<file path="config.mk">
export PLATFORM = sky130hd
export DESIGN_NAME = apb_regbank_completer
export DESIGN_NICKNAME = d
export VERILOG_FILES = /design/src/rtl/apb_regbank_completer.sv
export SDC_FILE = /design/constraint.sdc
export NUM_CORES = 1
export LEC_CHECK = 0
export ABC_AREA = 1
export BUFFER_PORTS_ARGS = -buffer_cell sky130_fd_sc_hd__buf_2
export CAP_MARGIN = 10
export CORE_MARGIN = 2
export CORE_UTILIZATION = 33
export CTS_BUF_LIST = sky130_fd_sc_hd__clkbuf_4
export DETAILED_ROUTE_END_ITERATION = 8
export SLEW_MARGIN = 30
export SYNTH_ARGS = -nofsm -noshare
export SYNTH_HDL_FRONTEND = slang
export SYNTH_SLANG_ARGS = --single-unit
export TNS_END_PERCENT = 30
</file>
<file path="constraint.sdc">
create_clock -name PCLK -period 16.6 [get_ports PCLK]
set_clock_uncertainty 0.15 [all_clocks]
set_input_delay 1.66 -clock PCLK [delete_from_list [all_inputs] [get_ports PCLK]]
set_output_delay 1.66 -clock PCLK [all_outputs]
set_load 0.02 [all_outputs]
</file>
<file path="src/rtl/apb_regbank_completer.sv">
// apb_regbank_completer: APB3 completer with a byte-wide register bank, programmable wait states
// and an error response for addresses beyond the bank.
module apb_regbank_completer #(
    parameter int DATA_WIDTH  = 8,
    parameter int ADDR_WIDTH  = 8,
    parameter int DEPTH       = 64,
    parameter int WAIT_CYCLES = 1
) (
    input  logic                  PCLK,
    input  logic                  PRESET,
    input  logic                  PSEL,
    input  logic                  PENABLE,
    input  logic                  PWRITE,
    input  logic [ADDR_WIDTH-1:0] PADDR,
    input  logic [DATA_WIDTH-1:0] PWDATA,
    output logic [DATA_WIDTH-1:0] PRDATA,
    output logic                  PREADY,
    output logic                  PSLVERR
);
    localparam int IW = DEPTH > 1 ? $clog2(DEPTH) : 1;
    typedef enum logic {IDLE, ACCESS} state_t;
    state_t                state;
    logic [3:0]            cnt;
    logic [ADDR_WIDTH-1:0] addr;
    logic                  write;
    logic [DATA_WIDTH-1:0] wdata;
    logic [DATA_WIDTH-1:0] mem [DEPTH];
    logic                  setup, rise, r_write, r_err;
    logic [ADDR_WIDTH-1:0] r_addr;
    logic [DATA_WIDTH-1:0] r_data;
    // With zero wait states the response is produced from the setup-phase inputs directly.
    always_comb begin
        setup   = PSEL && !PENABLE;
        r_addr  = setup ? PADDR : addr;
        r_write = setup ? PWRITE : write;
        r_err   = {1'b0, r_addr} >= (ADDR_WIDTH + 1)'(DEPTH);
        r_data  = (r_write || r_err) ? '0 : mem[r_addr[IW-1:0]];
        rise    = setup ? (WAIT_CYCLES == 0) : (state == ACCESS && PSEL && !PREADY && cnt == 4'd1);
    end
    always_ff @(posedge PCLK or posedge PRESET) begin
        if (PRESET) begin
            state   <= IDLE;
            cnt     <= '0;
            addr    <= '0;
            write   <= 1'b0;
            wdata   <= '0;
            PREADY  <= 1'b0;
            PSLVERR <= 1'b0;
            PRDATA  <= '0;
            for (int i = 0; i < DEPTH; i++) mem[i] <= '0;
        end else begin
            // PSLVERR is still high at completion for an out-of-range address, which blocks the commit.
            if (PSEL && PENABLE && PREADY && write && !PSLVERR) mem[addr[IW-1:0]] <= wdata;
            if (setup) begin
                state <= ACCESS;
                addr  <= PADDR;
                write <= PWRITE;
                wdata <= PWDATA;
                cnt   <= 4'(WAIT_CYCLES);
            end else if (state == ACCESS && (!PSEL || PREADY)) begin
                state <= IDLE;
            end else if (state == ACCESS) begin
                cnt <= cnt - 4'd1;
            end
            PREADY  <= rise;
            PSLVERR <= rise && r_err;
            PRDATA  <= rise ? r_data : '0;
        end
    end
endmodule

</file>
# == Yosys cells after proc, flatten, opt, wreduce, memory -nomap -nowiden ==
# Index checks and enable logic that the tools add are counted.
# word_totals
reg_bits,544
word_cells,117
# op_classes
addsub,1
magnitude_cmp,4
eq_ne,2
n_mux,16
bitwise,2
reduce_logical,20
# op_table
op,n
$bwmux W512,1
$bmux W8 S6,1
$demux W8 S6,1
$mux W8,6
$ge A7 B7 Y1 const B,2
$not A6 Y7,2
$mux W4,3
$logic_and A1 B1 Y1,11
$ge A8 B7 Y1 const B,1
$lt A7 B1 Y1 const B,1
$eq A4 B1 Y1 const B,1
$logic_not A1 Y1,4
$mux W1,4
$reduce_bool A2 Y1,2
$sub A4 B1 Y4 const B,1
$logic_or A1 B1 Y1,2
$ne A2 B2 Y1 const B,1
$reduce_and A2 Y1,1

# == Depth between registers and ports, before layout ==
# Gate-level depths: netlist of the first run.
# depth
ltp_word,9
mapped_depth,15

# == Least setup slack after synthesis of the first run ==
# No wires, ideal clock.
# synth_timing
kind,input -> register
from,in PENABLE
to,reg PRDATA[6]
arrival_ns,3.152
t_required_ns,16.378
path_slack_ns,13.226
stages,12
n_path_buf,3
path_cell_list,inv_1 nand2_1 buf_2 o21ai_0 clkbuf_1 buf_1 nand3_1 nand3_1 nand3_1 nand3_1 nand2_1 nor2_1
# synth_via
elab_chain_cells,9
# synth_rtl
element,line,source
"start, declared",12,"input logic PENABLE,"
$logic_not A1 Y1 (*),33,setup = PSEL && !PENABLE;
$logic_and A1 B1 Y1 (*),33,
$mux W8,--,
$not A6 Y7 (not written as such),37,r_data = (r_write || r_err) ? '0 : mem[r_addr[IW-1:0]];
$bmux W8 S6,37,
$mux W8 (not written as such) (2 in a row),37,
$mux W8,37,
$mux W8 (*),67,PRDATA <= rise ? r_data : '0;
"end signal, assigned",67,
"end, declared",16,"output logic [DATA_WIDTH-1:0] PRDATA,"
# Mark *: on every way between the ends. The rest lies on a longest branch, timed or not. The select of a mux whose other input is x is not followed.
# A chain may end at the register's enable or synchronous reset.

# == Final worst setup path of the first run ==
# layout_timing
from,in PENABLE
to,reg PRDATA[3]
# The elaborated chain is that of the path after synthesis.

==> results of run 1 <==
-- worst paths after layout --
path	startpoint	slack [ns]	to
worst max-delay path	PENABLE	11.77	PRDATA[3]
worst min-delay path	cnt[3]	0.32	cnt[3]
worst max register to register	addr[0]	12.87	PRDATA[3]
worst min register to register	cnt[3]	0.32	cnt[3]
max in group asynchronous	PRESET	13.56	mem[323]
min in group asynchronous	PRESET	0.67	mem[30]
-- metrics by stage --
stage	setup slack, ns	total power, mW
3_5_place_dp	10.54	1.77
5_1_grt	11.52	3.05
3_3_place_gp	10.61	1.77
2_1_floorplan	7.39	1.62
4_1_cts	11.61	2.94
6_report	11.77	2.91
-- worst max-delay path: cells and delay by family --
kind,cells,cell delay [ns]
simple gates,11,3.07
buf+inv,3,0.80
-- Yosys cell counts (3+ instances only) --
master    instances  area (sq um)
inv_1            26          97.6
clkbuf_1        122           458
buf_2            73           365
a21oi_1           3          15.0
nor2_1           28           105
nand3_1         538          2690
buf_1            14          52.6
nor4_4            7           149
dfrtp_1         544         13600
buf_6            24           270
o21ai_0         525          2630
nor3_1            8          40.0
nand2_1        1086          4080
-- kinds of logic (layout without fill, tap and decap cells) --
| kind of cell | count (synthesis) | count (layout) | share of synthesized area [%] |
|---|---|---|---|
| buffers and inverters | 262 | 336 | 5.08 |
| AO/OA/AOI/OAI | 533 | 533 | 10.8 |
| flip-flops | 544 | 544 | 55.1 |
| other | 0 | 5 | 0 |
| AND/OR/NAND/NOR | 1673 | 1673 | 28.8 |
| adder cells (fa/ha/maj) | 2 | 2 | 0.101 |
| multiplexers | 1 | 1 | 0.0405 |
-- registers in the layout (all words and copies together), names as in the netlist --
| name | count |
|---|---|
| state | 1 |
| mem | 512 |
| cnt | 4 |
| wdata | 8 |
| addr | 8 |
| write | 1 |
| PSLVERR | 1 |
| PRDATA | 8 |
| PREADY | 1 |
-- where the power goes --
part | internal, mW | switching [mW] | total, mW
logic | 0.0848 | 0.317 | 0.402
clock network | 0.602 | 0.556 | 1.16
registers | 1.34 | 0.0108 | 1.35
total | 2.03 | 0.884 | 2.91
-- placed cells by master, fill, tap and decap left out, drive strengths merged --
| cell | Yosys | routed |
|---|---|---|
| nor3 | 9 | 9 |
| a31oi | 1 | 1 |
| nand2 | 1086 | 1086 |
| clkinvlp | 0 | 1 |
| buf | 111 | 68 |
| bufinv | 0 | 2 |
| dfrtp | 544 | 544 |
| nor2 | 28 | 28 |
| mux2i | 1 | 1 |
| and2 | 1 | 1 |
| o32ai | 1 | 1 |
| clkinv | 1 | 28 |
| ha | 2 | 2 |
| diode | 0 | 5 |
| a21oi | 3 | 3 |
| o21ai | 528 | 528 |
| nor4 | 9 | 9 |
| and3 | 1 | 1 |
| nor3b | 1 | 1 |
| clkbuf | 122 | 209 |
| nand3 | 538 | 538 |
| inv | 28 | 28 |
-- per-layer routing --
layer / global-route usage, % / wire length, microns / vias up / part of all wire (%)
li1: - / - / 10036 / -
met1: 27.2 / 33900 / 10234 / 45
met2: 30.4 / 34100 / 685 / 46
met3: 4.93 / 5160 / 134 / 6.9
met4: 6.82 / 1710 / 0 / 2.3
met5: 0 / 0 / - / 0
-- area by class of cell --
class,count,share of cell area [%]
diodes,5,0.0462
clock buffers,209,5.79
clock inverters,30,0.609
inverters,29,0.429
multi-input cells,2209,36.5
flip-flops and latches,544,50.2
well taps,969,4.47
repair buffers,68,1.90
==> summary.txt, run 1 <==
Run status
  • Status: complete, no violations

Timing
  • Slew headroom: 35.5%
  • Final setup TNS: 0 ns
  • Final setup viols: 0
  • Max Slew Vio Count: 0
  • Part of the cycle the worst path needs: a little under 30%
  • Measured slew at the worst slew-check pin: roughly 0.97 ns
  • Fmax: ~210 MHz
  • Final min period: ~4.8 ns
  • Final Hold Viols: 0
  • Hold slack: about 0.32 ns
  • RSZ-0062 raised after global routing: false

Floorplan
  • Std-Cell Rows: 100
  • Die Y: roughly 280 microns
  • IO Pins: 31
  • Initial Util: approximately 33%
  • Die Wd: about 280 microns
  • CORE AREA: ~74000 sq um
  • Die area: about 77000 sq um

Place
  • Dpl cells: about 3800
  • Final Wtd Congestion: around 0.87
  • Placement Cell Area: around 25000 sq um
  • Detailed Place HPWL: 43.9 mm
  • I/O Buffers: 30

Clock network
  • TritonCTS Sinks: between 500 and 600
  • Num CTS Buffers: roughly 140
  • Root Driver: clkbuf_4
  • CTS tree: built
  • H-tree lvl count: 4
  • Post-CTS Resized: 0
  • Worst-path clk slew: approximately 0.060 ns
  • Clock latency on the worst-skew pair: 1.00 ns
  • Setup Buffers After CTS: 0
  • Cts hold-fix bufs: 0
  • Worst-case clock buffer depth: 3

Routing
  • Via count: between 20000 and 25000
  • Drt wl/cell: between 15 and 20 microns
  • DRC violations left: 0
  • Post-route ant nets: 0
  • Mean number of vias per cell: 5.19
  • Initial DRC count: 2300
  • Pre-antenna DRT Iters: 5
  • Post-Route WL: between 70 and 80 mm

Global routing
  • Total grt overflow: 0
  • Number of global-route vias before repair: 20508
  • First-pass GRT wire length: about 120 mm
  • GR Util All Layers: about 20%
  • Antenna violations before repair: 2
  • Largest net degree at the start of global routing: between 100 and 150

Setup path
  • Crit path kind: in -> reg
  • Worst path most repeated cell: nand2_1
  • CP required: ~17 ns
  • Worst-path maximum fanout: approximately 70
  • Slowest stage cell, crit path: nand2_4
  • CP max stage delay: 0.87 ns
  • Setup crit end kind: flip-flop
  • Reg2Reg Depth: 12
  • Crit start category: input pin
  • Crit path cell chain: buf_2 > inv_1 > nand2_1 > nand2_1 > nand2_4 > buf_4 > nand2_1 > nand3_1 > nand3_1 > nand3_1 > nand2_1 > nor2_1 > nor2_1 > nor2_1
  • Critical Path AT: around 5.6 ns

Final layout
  • Layout cells sized above 1: between 10% and 20%
  • Sequential cell area: around 14000 sq um
  • Synth-to-Final Area Change: 9.75%
  • Multi-input logic area: between 9000 and 10000 sq um
  • Post-Layout Cell Count: around 4100
  • Final Cell Area: ~27000 sq um
  • Core Util, Final: between 30% and 40%
  • Nets@finish: between 3000 and 4000
  • Fill cells: between 7000 and 8000

Logic synthesis
  • Synth Flop Type: dfrtp_1
  • Yosys Warn Count: 0
  • Async SR Flop Fraction: 100%
  • Sequential fraction of the synthesis area: 55.1%
  • Mapped Cells: about 3000
  • Mean Syn Cell Area: between 8 and 9 sq um
  • EDFF count, synth: 0
  • Post-synthesis register bit count: approximately 540
  • Synthesized Nets: 3038
  • Synth cell types: 27
  • Cell Area, Synth: approximately 25000 sq um

Pwr
  • Static Leak: 11.8 nW
  • Power per cell area: 107 nW/um^2
  • Peak VDD IR: roughly 0.000044 V

Flow run
  • Max cap viols: 0

Worst hold path
  • Hold Crit Depth: 1
  • HP Class: reg -> reg
Power figures use the tool's default switching activity.
==> run 2, diff against run 1 <==
--- a/config.mk
+++ b/config.mk
@@ -5,7 +5,7 @@
 export SDC_FILE = /design/constraint.sdc
 export NUM_CORES = 1
 export LEC_CHECK = 0
-export ABC_AREA = 1
+export ABC_AREA = 0
 export BUFFER_PORTS_ARGS = -buffer_cell sky130_fd_sc_hd__buf_2
 export CAP_MARGIN = 10
 export CORE_MARGIN = 2
==> constraint.sdc (replaced) <==
create_clock -name PCLK -period 4.5 [get_ports PCLK]
set_clock_uncertainty 0.15 [all_clocks]
set_input_delay 0.45 -clock PCLK [delete_from_list [all_inputs] [get_ports PCLK]]
set_output_delay 0.45 -clock PCLK [all_outputs]
set_load 0.02 [all_outputs]
==> summary.txt, run 2 <==
Logic synthesis
  • Synth Flop Type: dfrtp_1
  • Post-synthesis simple-gate area fraction: a little under 10%
  • Synthesized Nets: about 2100
  • Synth Area in XOR/XNOR: 0%
  • Mean Syn Cell Area: around 12 sq um
  • Yosys top cell area share: 54.2%
  • EDFF count, synth: 0
  • Cell Area, Synth: roughly 25000 sq um
  • Ranking of synthesized cells by area: dfrtp_1 (54%), mux2_2 (23%), nand2_1 (5.7%)
  • Synth cell types: 49
  • Mux cell area share after synthesis: between 20% and 30%
  • Post-synthesis register bit count: approximately 540
  • Post-Synth Adder-Cell Area: less than 1%
  • Sequential fraction of the synthesis area: 54.2%
  • Async SR Flop Fraction: between 90% and 100%
  • Largest family of logic cells by synthesized area: multiplexers
  • Mapped Cells: 2070
  • Yosys Warn Count: 0
  • Top cells by count, synth: dfrtp_1 (544), mux2_2 (513), nand2_1 (381), mux2i_1 (105), clkbuf_1 (89)
  • Post-synth top area cell: dfrtp_1
  • Most numerous cell in the Yosys netlist: dfrtp_1
  • Complex-gate fraction of the synthesized area: roughly 5.5%

Timing
  • Part of the cycle the worst path needs: about three quarters
  • Measured slew at the worst slew-check pin: roughly 0.93 ns
  • RSZ-0062 raised after global routing: false
  • Max Slew Vio Count: 0
  • Slew headroom: 37.9%
  • Fmax: 293 MHz
  • Final min period: 3.41 ns
  • Final Hold Viols: 0
  • Final setup viols: 0

Pwr
  • Pwr Total: roughly 11 mW
  • Cell internal pwr: approximately 7.7 mW
  • Clock share of power: about two fifths
  • Sw Share: roughly 29%
  • Switch Pwr: 3.12 mW
  • Combinational power share: between 10% and 20%
  • Peak VDD IR: around 0.00014 V
  • Sequential Power Share: 46.8%
  • Static Leak: 13.6 nW
  • Power per cell area: between 300 and 400 nW/um^2

Routing
  • Post-Route WL: around 70 mm
  • Drt wl/cell: approximately 21 microns
  • Mean number of vias per cell: ~5.3
  • Initial DRC count: ~1200
  • Pre-antenna DRT Iters: 7
  • Metal2 WL: between 30 and 40 mm
  • DRC violations left: 0
  • Post-route ant nets: 0
  • DRT met1 WL: ~30 mm
  • Met3 Wirelength: a little under 4 mm
  • Via count: 17417
  • DR top layer: met4

Run status
  • Status: complete, no violations

Floorplan
  • Std-Cell Rows: between 100 and 150
  • Die Y: about 280 microns
  • Die area: 78300 sq um
  • CORE AREA: between 70000 and 80000 sq um
  • IO Pins: 31
  • Initial Util: between 30% and 40%
  • Die Wd: ~280 microns

Place
  • Final Wtd Congestion: slightly below 0.9
  • Detailed Place HPWL: between 40 and 50 mm
  • Dpl cells: around 3000
  • Placement Cell Area: 26200 sq um
  • I/O Buffers: 30

Setup path
  • CP max stage delay: around 0.57 ns
  • CP top delay family: buffers and inverters
  • Crit start category: input pin
  • Setup crit end kind: flip-flop
  • Worst-path maximum fanout: 32
  • CP required: roughly 5.2 ns
  • Slowest stage cell, crit path: nor2b_2
  • Crit path kind: in -> reg
  • WP buf/inv: 4
  • Crit path cell chain: dlygate4sd3_1 > buf_2 > nor2b_2 > mux2i_2 > inv_2 > nor2_4 > buf_4 > a32oi_1 > nand4_1 > o311a_1 > o221ai_1
  • Critical Path AT: around 4 ns

Worst hold path
  • HP Class: in -> reg

Global routing
  • Number of global-route vias before repair: about 18000
  • Largest net degree at the start of global routing: 134
  • Total grt overflow: 0
  • Antenna violations before repair: 4
  • GR Util All Layers: a little under a fifth
  • First-pass GRT wire length: 109 mm

Final layout
  • Reg with most FFs: mem
  • Max reg flops: 512
  • Layout cells sized above 1: a little under two fifths
  • Post-Layout Cell Count: around 3300
  • Synth-to-Final Area Change: 14.0%
  • Fill cells: 7251
  • Commonest non-fill, non-tap cell in the layout: dfrtp_1
  • Most frequent cells in the layout: dfrtp_1 (536), mux2_2 (513), nand2_1 (381)
  • Final Cell Area: about 29000 sq um
  • Nets@finish: roughly 2200

Clock network
  • Clock latency on the worst-skew pair: approximately 0.97 ns
  • CTS tree: built
  • Num CTS Buffers: 147
  • H-tree lvl count: 4
  • TritonCTS Sinks: approximately 540
  • Setup Buffers After CTS: 0
  • Post-CTS Resized: 0
  • Worst-case clock buffer depth: 3
  • Root Driver: clkbuf_4
  • Worst-path clk slew: roughly 0.07 ns

Flow run
  • Max cap viols: 0
[run 2: cell count changes after synthesis, moves of 33 or more]
| cell | previous run | this run |
|---|---|---|
| clkbuf_1 | 122 | 89 |
| buf_2 | 73 | 39 |
| a31oi_1 | 1 | 35 |
| nand3_1 | 538 | 83 |
| o21ai_0 | 525 | 10 |
| mux2i_1 | 1 | 105 |
| mux2_2 | 0 | 513 |
| nand2_1 | 1086 | 381 |
[run 2: power by group through the flow]
stage | registers [mW] | clock network [mW] | logic (mW)
finish | 5.06 | 4.44 | 1.31
global route | 5.06 | 4.86 | 1.39
CTS | 5.06 | 4.57 | 1.30
detailed placement | 5.15 | 0 | 1.25
global placement | 5.14 | 0 | 1.24
floorplan | 5.05 | 0 | 0.863
[run 2: through the flow]
step	utilization (%)	TNS [ns]	worst slack [ns]	hold WS [ns]
final	37.8	0	1.09	0.245
after global routing	37.8	0	1.07	0.166
after global placement	34.6	0	0.836	0.326
after CTS	37.8	0	1.29	0.112
after floorplan	-	-1903.96	-3.50	0.303
after detailed placement	34.6	0	0.753	0.336
[run 2: cell type report]
type | instances | area [sq um] | share of cell area (%)
timing repair buffer | 122 | 1080 | 3.78
inverter | 12 | 53.8 | 0.188
multi-input combinational | 1360 | 10800 | 37.6
clock buffer | 218 | 1640 | 5.72
sequential | 544 | 13600 | 47.6
clock inverter | 28 | 231 | 0.808
antenna | 3 | 7.51 | 0.0262
tap | 978 | 1220 | 4.27
[run 2: what timing repair did]
action | CTS | global route
hold buffers | 56 | 0
hold endpoints to repair | 567 | 0
endpoints found under the setup margin | 0 | 0
[run 2: worst register-to-register path, delay by kind of cell, from the launching register on]
kind / cells / cell delay (ns)
DFF: 1 / 0.40
AOI/OAI and AO/OA: 2 / 0.42
and+or+nand+nor: 5 / 2.07
[run 2: layer usage]
metal	up-vias	track usage (%)
met2	556	29.6
li1	7677	-
met5	-	0
met1	9035	23.0
met3	149	4.45
met4	0	7.80
[run 2: logic make-up after synthesis]
| kind of cell | count (synthesis) |
|---|---|
| muxes | 621 |
| AOI/OAI and AO/OA | 172 |
| DFF | 544 |
| buffers and inverters | 166 |
| adders and majority gates | 2 |
| and+or+nand+nor | 565 |
[run 2: worst paths after layout]
path | startpoint | end | slack [ns] | depth (start not counted)
max in group asynchronous | PRESET | mem[308] | 2.55 | 5
worst min register to register | mem[221] | mem[221] | 0.35 | 1
worst min-delay path | PENABLE | cnt[3] | 0.24 | 4
min in group asynchronous | PRESET | wdata[6] | 0.53 | 4
worst max-delay path | PSEL | PRDATA[2] | 1.09 | 11
worst max register to register | PREADY | PRDATA[3] | 1.37 | 7
